## src/rtl/hc_univ_reg.sv

```systemverilog
// Universal WIDTH-bit register: hold, shift, load, rotate and count modes.
// Provides serial-out and terminal-count outputs so instances can be cascaded.
module hc_univ_reg #(
    parameter int              WIDTH   = 8,
    parameter logic [WIDTH-1:0] RST_VAL = '0
) (
    input  logic             Clk,
    input  logic             R_N,
    input  logic             SCLR_N,
    input  logic             CE,
    input  logic [2:0]       Mode,
    input  logic [WIDTH-1:0] D,
    input  logic             DSU,
    input  logic             DSD,
    output logic [WIDTH-1:0] Q,
    output logic [WIDTH-1:0] Q_N,
    output logic             SO,
    output logic             TC
);

    localparam logic [2:0] MODE_HOLD = 3'b000;
    localparam logic [2:0] MODE_SHU  = 3'b001;
    localparam logic [2:0] MODE_SHD  = 3'b010;
    localparam logic [2:0] MODE_LOAD = 3'b011;
    localparam logic [2:0] MODE_ROTU = 3'b100;
    localparam logic [2:0] MODE_ROTD = 3'b101;
    localparam logic [2:0] MODE_CNTU = 3'b110;
    localparam logic [2:0] MODE_CNTD = 3'b111;

    localparam logic [WIDTH-1:0] ONE = {{(WIDTH-1){1'b0}}, 1'b1};

    logic [WIDTH-1:0] q_reg;
    logic [WIDTH-1:0] q_next;
    logic             so_reg;
    logic             so_next;

    always_comb begin
        q_next  = q_reg;
        so_next = so_reg;
        if (!SCLR_N) begin
            q_next  = RST_VAL;
            so_next = 1'b0;
        end else if (CE) begin
            case (Mode)
                MODE_HOLD: begin
                    q_next  = q_reg;
                    so_next = so_reg;
                end
                MODE_SHU: begin
                    q_next  = {q_reg[WIDTH-2:0], DSU};
                    so_next = q_reg[WIDTH-1];
                end
                MODE_SHD: begin
                    q_next  = {DSD, q_reg[WIDTH-1:1]};
                    so_next = q_reg[0];
                end
                MODE_LOAD: q_next = D;
                MODE_ROTU: begin
                    q_next  = {q_reg[WIDTH-2:0], q_reg[WIDTH-1]};
                    so_next = q_reg[WIDTH-1];
                end
                MODE_ROTD: begin
                    q_next  = {q_reg[0], q_reg[WIDTH-1:1]};
                    so_next = q_reg[0];
                end
                MODE_CNTU: q_next = q_reg + ONE;
                MODE_CNTD: q_next = q_reg - ONE;
                default: begin
                    q_next  = 'x;
                    so_next = 1'bx;
                end
            endcase
        end
    end

    always_ff @(posedge Clk or negedge R_N) begin
        if (!R_N) begin
            q_reg  <= RST_VAL;
            so_reg <= 1'b0;
        end else begin
            q_reg  <= q_next;
            so_reg <= so_next;
        end
    end

    // Q_N is derived from Q so the two can never disagree.
    assign Q   = q_reg;
    assign Q_N = ~q_reg;
    assign SO  = so_reg;
    assign TC  = CE & (((Mode == MODE_CNTU) & (q_reg == '1)) |
                       ((Mode == MODE_CNTD) & (q_reg == '0)));

endmodule

```

## config.mk

```make
export PLATFORM = sky130hd
export DESIGN_NAME = hc_univ_reg
export DESIGN_NICKNAME = d
export VERILOG_FILES = /design/src/rtl/hc_univ_reg.sv
export SDC_FILE = /design/constraint.sdc
export NUM_CORES = 1
export LEC_CHECK = 0
export CORE_MARGIN = 2
export CORE_UTILIZATION = 45
export CTS_BUF_LIST = sky130_fd_sc_hd__clkbuf_16
export DETAILED_ROUTE_END_ITERATION = 10
export PLACE_DENSITY = 0.86
export SYNTH_ARGS = -nofsm -noshare
export SYNTH_HDL_FRONTEND = slang
export SYNTH_SLANG_ARGS = --single-unit
```

## constraint.sdc

```tcl
create_clock -name Clk -period 2.45 [get_ports Clk]
set_input_delay 0.6125 -clock Clk [delete_from_list [all_inputs] [get_ports Clk]]
set_output_delay 0.6125 -clock Clk [all_outputs]
set_load 0.01 [all_outputs]
```

Word level (Yosys, flattened, before mapping) --
Cells that the tools add are included.
Word-level totals: output and inout port bits 18, register bits after elaboration 9, word-level logic and storage cells 32
Cells by class: bitwise operators 5, muxes and demuxes 6, reductions and logical operators 6, add/subtract/negate cells 2, equal/unequal tests 11
Operator list (number):
- $pmux W8 S7 | 1
- $mux W8 | 2
- $eq A3 B3 Y1 const B | 4
- $add A8 B1 Y8 const B | 1
- $eq A8 B8 Y1 const B | 1
- $logic_not A8 Y1 | 1
- $not A8 Y8 | 1
- $sub A8 B1 Y8 const B | 1
- $eq A3 B2 Y1 const B | 2
- $ne A2 B2 Y1 const B | 2
- $reduce_and A2 Y1 | 2
- $reduce_or A2 Y1 | 2
- $and A1 B1 Y1 | 3
- $eq A3 B1 Y1 const B | 1
- $logic_not A3 Y1 | 1
- $ne A3 B3 Y1 const B | 1
- $mux W1 | 2
- $pmux W1 S2 | 1
- $or A1 B1 Y1 | 1

Logic depth before layout (Yosys ltp) --
Gate-level depths: netlist of the first run.
depth after elaboration 5, gate-level depth with buffers 7, gate-level depth less buffers 7

Worst setup path after synthesis of the first run --
OpenSTA, ideal clock, no wires.
kind flip-flop to output port, start register q_reg[3] (netlist: Q[3]), end output TC, path slack 0.125 ns, data arrival time 1.712 ns, cell stages (with the launch flop) 6, cells stage by stage dfrtp_1 > buf_6 > or4_4 > or3_1 > nor4_1 > o21a_1
On the way: word-level cells in the longest chain between the ends 4, elaborated cells on any way between the ends 6, those cells by class 1 x eq/ne; 4 x bitwise; 1 x reduce/logical
Ends and longest elaborated chain:
- start: declaration | line 32 | logic [WIDTH-1:0] q_reg;
- start signal: assignment | line 81 | q_reg <= q_next;
- $eq A8 B8 Y1 or $logic_not A8 Y1 (tied branches) | line 90, 91
- $and A1 B1 Y1 (on tied branches) | line 90, 91
- $or A1 B1 Y1 (*) | line 90 | assign TC = CE & (((Mode == MODE_CNTU) & (q_reg == '1)) |
- $and A1 B1 Y1 (*) | line 90
- end: declaration | line 18 | output logic TC
Every way passes the cells marked *; elsewhere a longest branch is shown, timed or not.

Worst setup path in the final report of the first run --
start register q_reg[4] (netlist: Q[4]), end output TC
The elaborated chain is that of the path after synthesis.

==> results of run 1 <==
## per-stage QoR
stage	total power, mW	cell area, um2	util [%]	worst slack, ps	TNS (ps)
after global routing	0.867	1580	72.2	-187	-187
after detailed placement	0.527	1480	67.6	-637	-1830
after global placement	0.520	1480	67.6	-624	-1810
after floorplan	0.349	1030	-	125	0
final	0.830	1580	72.2	-132	-132
after CTS	0.816	1580	72.0	-119	-119
## power by group
part	total (mW)	switching [mW]	leakage, nW	internal, mW
combinational	0.359	0.173	0.473	0.186
sequential	0.185	0.0178	0.121	0.167
clock	0.286	0.0728	0.0423	0.213
## state kept, by name, indices dropped and copies added (netlist names)
signal	count
SO	1
Q	8
## tightest hold or removal path, cell delays in order (launching register included)
cell      delay (ps)
dfrtp_1          390
a21oi_1          130
a311oi_1          60
## Yosys cell counts, types with 2 or more instances
library cell / n
o21ai_0: 8
a21oi_1: 8
dfrtp_1: 9
and4_1: 2
clkbuf_1: 11
nor4_1: 2
nor3_1: 2
mux2i_1: 5
nand3_1: 4
nor2_1: 6
a211o_1: 3
nand2b_1: 3
nor2b_1: 3
nand2_1: 13
a211oi_1: 3
a31oi_1: 4
o32ai_1: 4
or3_1: 2
xnor2_1: 2
inv_1: 11
o211ai_1: 5
nand4_1: 4
## cells by family after synthesis
group | Yosys count
compound gates | 49
simple gates | 49
buf+inv | 24
flops | 9
mux | 5
xor+xnor | 2
fa+ha+maj | 1
## cell type report
type                            count  area, um2  share of cell area (%)
Clock inverter                      1       3.75                   0.237
Clock buffer                        3       75.1                    4.75
Multi-Input combinational cell    106        727                    46.0
Timing Repair Buffer               52        474                    30.0
Inverter                           11       41.3                    2.61
Tap cell                           28       35.0                    2.22
Sequential cell                     9        225                    14.2
## per-layer routing
layer	wire (um)	vias up	GRT usage, %
met2	1780	71	48.1
met5	0	-	0
met1	1500	633	37.7
met3	267	6	3.16
li1	-	619	-
met4	38	0	12.3
## worst paths after layout
check	endpoint	start	slack [ps]	depth (start not counted)
max in group asynchronous	Q[1]	R_N	1470	1
hold reg to reg	SO	SO	630	2
setup reg to reg	Q[7]	Q[4]	390	5
min in group asynchronous	Q[7]	R_N	680	1
setup / recovery	TC	Q[4]	-130	5
hold / removal	SO	SO	630	2
## what timing repair did
action	CTS	global route
resized for setup	13	1
endpoints found under the setup margin	4	2
pin swaps	4	1
==> flow_metrics.py, run 1 <==
metrics = {
    "status": {
        "outcome": "complete, but fails checks",
        "failed_checks": "negative setup slack",
    },
    "synthesis": {
        "synth_nets": 157,
        "synth_top_area_share_pct": 22.0,
        "synth.area.top_cells": "dfrtp_1, mux2i_1, nand2_1",
        "ys_seq_area_share_pct": 22.0,
        "yosysTopAreaCell": "dfrtp_1",
        "synthSimpleGateAreaFrac_pct": 27.0,
        "synth_top_family_by_area": "compound AO/OA/AOI/OAI gates",
        "synth_ff_type": "dfrtp_1",
        "synthAdderAreaFrac_pct": 1.22,
        "synth_compound_area_share_pct": 33.8,
        "syn_area_mm2": 0.00103,
        "synth-xor-area-share_pct": 1.71,
        "ys_warn_count": 0,
        "synthMuxAreaShare_pct": 4.88,
        "postSynthAreaPerCell_um2": 7.38,
        "async_flop_share_pct": 100,
        "ys_ff_latch": 9,
        "synth_edf_count": 0,
        "synth_cells": 139,
        "ys_types": 47,
    },
    "clocking": {
        "clk_latency_ps": 240,
        "cts.reportedPaths.clkPinSlew_ps": 40,
        "cts-hold-fix-buffers": 0,
        "cts_made_buffers": 3,
        "cts_tree": "done",
        "cts-htree-levels": 1,
        "cts_buffer_depth": 2,
        "cts.sinks": 9,
        "clock-root-buffer": "clkbuf_16",
        "cts_setup_buffers": 0,
    },
    "layout": {
        "final_cell_mix": "clkdlybuf4s50_1, buf_4, nand2_1",
        "n_antenna_cell": 0,
        "nets": 201,
        "fillers": 162,
        "final_common_cell": "clkdlybuf4s50_1",
        "stdcell_count": 210,
        "syn_to_final_growth_pct": 54.1,
        "drive_gt1_share_pct": 16.5,
    },
    "job": {
        "maxCapViolations": 0,
    },
    "setup_path": {
        "worstSetupStartpointType": "flip-flop",
        "end_kind": "output port",
        "critPathSlowestCell": "or4_4",
        "slowest_delay_ps": 550,
        "worst-path-buf-inv": 1,
        "critPathKind": "flip-flop to output port",
        "critical_path_required_ps": 1840,
        "arrival_ps": 1970,
        "critPathTopFamily": "simple AND/OR/NAND/NOR gates",
        "cp_cell_sequence": "or4_4 > or3_4 > nor4_2 > o21a_1 > buf_2",
        "crit_fanout": 3,
    },
    "timing": {
        "hold_viol": 0,
        "whs_ps": 626,
        "relSlewSlack_pct": 71.6,
        "setup_ws_ps": -132,
        "fin_crit_sh_pct": 105,
        "slew_violations": 0,
        "max_freq_ghz": 0.387,
        "setup_viol": 1,
        "rsz0062_at_grt": "true",
        "fin_skew_ps": 0.855,
        "fin_crit_ps": 2580,
        "tightest_slew_ps": 424,
    },
    "floorplan": {
        "ios": 35,
        "die_w_um": 51.8,
        "fp.dieH_um": 51.8,
        "start_util_pct": 46.8,
        "rows": 17,
        "core_mm2": 0.00219,
        "die-area_mm2": 0.00268,
    },
    "pwr": {
        "p_leak_nw": 0.636,
        "peakVddDrop_v": 0.000451,
        "power_density_mw_per_mm2": 525,
    },
    "grt": {
        "grt_overflow": 0,
        "antenna_found_initial": 0,
        "grt.total_usage_pct": 28.9,
        "grt_max_degree": 24,
        "grt_pass1_wl_mm": 5.75,
        "first_global_vias": 1266,
    },
    "placement": {
        "portBuffers": 34,
        "place_congestion": 0.937,
        "dp_hpwl_mm": 2.59,
        "place_inst": 206,
    },
    "drt": {
        "vias": 1329,
        "routedWlPerCell_um": 17.1,
        "drtPass1Iterations": 5,
        "drt_iter0_markers": 72,
        "viasPerCell": 6.33,
        "drcViolationCount": 0,
        "drtAntennaViolNets": 0,
        "wirelength_mm": 3.58,
    },
    "min_path": {
        "hold_path.class": "flip-flop to flip-flop",
    },
}
Power figures use the tool's default switching activity.
==> run 2: changes to the inputs <==
--- a/config.mk
+++ b/config.mk
@@ -5,11 +5,13 @@
 export SDC_FILE = /design/constraint.sdc
 export NUM_CORES = 1
 export LEC_CHECK = 0
+export ABC_AREA = 1
 export CORE_MARGIN = 2
 export CORE_UTILIZATION = 45
 export CTS_BUF_LIST = sky130_fd_sc_hd__clkbuf_16
 export DETAILED_ROUTE_END_ITERATION = 10
-export PLACE_DENSITY = 0.86
+export MAX_ROUTING_LAYER = met4
+export PLACE_DENSITY = 0.87
 export SYNTH_ARGS = -nofsm -noshare
 export SYNTH_HDL_FRONTEND = slang
 export SYNTH_SLANG_ARGS = --single-unit
==> run 2 against run 1 <==
The run now ends clean. Combinational power is 5% lower. Die area is 1.8% lower. Design area is 7.8% higher. Clock-buffer cell count stayed put. Worst hold slack worse by 140 ps. Critical path depth stayed put. Clock power is 4% lower. Non-clock buffer count is 10 higher. Critical path type unchanged. Largest power group unchanged. Highest routed layer unchanged.
==> flow_metrics.py, run 2 <==
metrics = {
    "drt": {
        "routedWlPerCell_um": 14.3,
        "viasPerCell": 5.55,
        "drcViolationCount": 0,
        "drt_iter0_markers": 103,
        "drtAntennaViolNets": 0,
        "drtPass1Iterations": 4,
        "wirelength_mm": 3.95,
        "vias": 1527,
    },
    "placement": {
        "place_congestion": 0.994,
        "portBuffers": 34,
        "dp_hpwl_mm": 3.01,
        "place_inst": 270,
    },
    "floorplan": {
        "rows": 17,
        "ios": 35,
        "die_w_um": 51.3,
        "core_mm2": 0.00217,
        "die-area_mm2": 0.00263,
        "start_util_pct": 46.4,
        "fp.dieH_um": 51.3,
    },
    "grt": {
        "grt_max_degree": 10,
        "grt.total_usage_pct": 31.8,
        "first_global_vias": 1335,
        "grt_overflow": 0,
        "grt_pass1_wl_mm": 6.17,
        "antenna_found_initial": 0,
    },
    "synthesis": {
        "postSynthAreaPerCell_um2": 5.56,
        "synth_most_common_cell": "nand2_1",
        "synthMuxAreaShare_pct": 0,
        "synth_common_cells": "nand2_1, inv_1, nand3_1",
        "synth_edf_count": 0,
        "ys_warn_count": 0,
        "synth_ff_type": "dfrtp_1",
        "synth_compound_area_share_pct": 22.5,
        "ys_types": 22,
        "synth_top_family_by_area": "simple AND/OR/NAND/NOR gates",
        "yosysTopAreaCell": "nand2_1",
        "syn_area_mm2": 0.00101,
        "synth_cells": 181,
        "synthSimpleGateAreaFrac_pct": 45.3,
        "synth-xor-area-share_pct": 0,
        "ys_seq_area_share_pct": 22.4,
        "synth_nets": 199,
        "synth.area.top_cells": "nand2_1, dfrtp_1, inv_1",
        "ys_ff_latch": 9,
        "synth_top_area_share_pct": 28.7,
        "async_flop_share_pct": 100,
        "synthAdderAreaFrac_pct": 1.24,
    },
    "layout": {
        "multi_input_area_um2": 706,
        "final_common_cell": "nand2_1",
        "fillers": 168,
        "nets": 266,
        "syn_to_final_growth_pct": 69.4,
        "utilization_pct": 78.5,
        "drive_gt1_share_pct": 14.6,
        "largest_reg_flops": 8,
        "n_antenna_cell": 0,
        "stdcell_count": 275,
        "final_cell_mix": "nand2_1, clkdlybuf4s50_1, buf_4",
        "seq_area_um2": 225,
    },
    "setup_path": {
        "worst-path-buf-inv": 2,
        "arrival_ps": 1580,
        "end_kind": "output port",
        "crit_fanout": 5,
        "critPathTopFamily": "simple AND/OR/NAND/NOR gates",
        "slowest_delay_ps": 410,
        "cp_cell_sequence": "inv_1 > nor4_1 > nand3_1 > a21boi_1 > buf_2",
        "reg2reg_to": "Q[6]",
        "reg2regPathDepth": 13,
        "crit_path_start": "Q[4]",
        "critPathSlowestCell": "dfrtp_1",
        "critical_path_required_ps": 1840,
        "r2r-start": "Q[1]",
        "worstSetupStartpointType": "flip-flop",
        "regToRegSetupSlack_ps": 580,
        "critPathKind": "flip-flop to output port",
    },
    "timing": {
        "relSlewSlack_pct": 72.8,
        "setup_tns_ps": 0,
        "hold_viol": 0,
        "whs_ps": 482,
        "setup_viol": 0,
        "fin_skew_ps": 0.264,
        "tightest_slew_ps": 404,
        "slew_violations": 0,
        "rsz0062_at_grt": "false",
        "fin_crit_sh_pct": 89.3,
        "max_freq_ghz": 0.457,
        "fin_crit_ps": 2190,
    },
    "clocking": {
        "cts.reportedPaths.clkPinSlew_ps": 40,
        "cts_buffer_depth": 2,
        "cts_made_buffers": 3,
        "cts_tree": "done",
        "cts.sinks": 9,
        "clk_latency_ps": 230,
        "clock-root-buffer": "clkbuf_16",
        "cts-htree-levels": 1,
    },
    "pwr": {
        "seqPwrFrac_pct": 23.1,
        "p_leak_nw": 0.884,
        "switching_power_uw": 255,
        "power_density_mw_per_mm2": 469,
        "intPower_uw": 545,
        "p_sw_share_pct": 31.9,
        "comb_power_share_pct": 42.7,
        "peakVddDrop_v": 0.000561,
        "pwr-share-clk_pct": 34.2,
    },
    "status": {
        "outcome": "finished, final reports clean",
    },
    "min_path": {
        "hold_depth": 2,
        "hold_path.class": "flip-flop to flip-flop",
        "worstHoldStart": "SO",
        "whs_endpoint": "SO",
    },
    "job": {
        "maxCapViolations": 0,
    },
}
[run 2: logic make-up after synthesis]
kind of cell	count (synthesis)
AND/OR/NAND/NOR	110
AO/OA/AOI/OAI	38
buffers and inverters	23
flip-flops	9
adder cells (fa/ha/maj)	1
[run 2: worst max path at each step]
stage / depth (start not counted) / endpoint / slack (ps)
2_1_floorplan: 5 / TC / 550
3_3_place_gp: 6 / TC / -330
3_5_place_dp: 6 / TC / -410
4_1_cts: 6 / TC / 10
5_1_grt: 6 / TC / 240
6_report: 5 / TC / 260
[run 2: power groups by stage]
stage | combinational, mW | sequential [mW] | clock (mW)
6_report | 0.341 | 0.185 | 0.274
5_1_grt | 0.370 | 0.186 | 0.287
4_1_cts | 0.330 | 0.184 | 0.278
3_5_place_dp | 0.326 | 0.185 | 0
3_3_place_gp | 0.318 | 0.184 | 0
2_1_floorplan | 0.136 | 0.191 | 0
[run 2: final cells by class]
type	instances	area share, %
multi-input combinational	149	41.4
timing repair buffer	62	33.6
sequential	9	13.2
inverter	23	5.07
clock buffer	3	4.41
tap	28	2.06
clock inverter	1	0.220
[run 2: timing repair]
action	4_1_cts	5_1_grt
buffers inserted	0	1
hold endpoints to repair	0	0
setup endpoints to repair	1	5
resized for setup	7	7
hold buffers	0	0
pin swaps	0	2
[run 2: worst register-to-register path, cell delays in order, from the launching register on]
cell and delay (ps):
dfrtp_1 450, inv_1 180, nand2_1 90, nand2_1 70, inv_1 50, ha_1 180, a21oi_2 160, nor2_1 90
nand3_1 100, nand3b_1 80, nand3_1 110, nand2_1 70, nand2_1 80, nand2_1 50
[run 2: per-stage QoR]
step	total power, mW	worst slack [ps]	instance area [um2]
final	0.800	261	1700
after global routing	0.843	237	1700
after CTS	0.791	14.0	1670
after detailed placement	0.511	-409	1580
after global placement	0.502	-329	1580
after floorplan	0.327	552	1010
[run 2: routing by layer]
layer	track usage, %	vias to the layer above	share of wire [%]
met1	39.2	691	39
li1	-	740	-
met3	2.92	18	7.7
met2	54.5	78	50
met5	-	-	0
met4	11.4	0	2.7
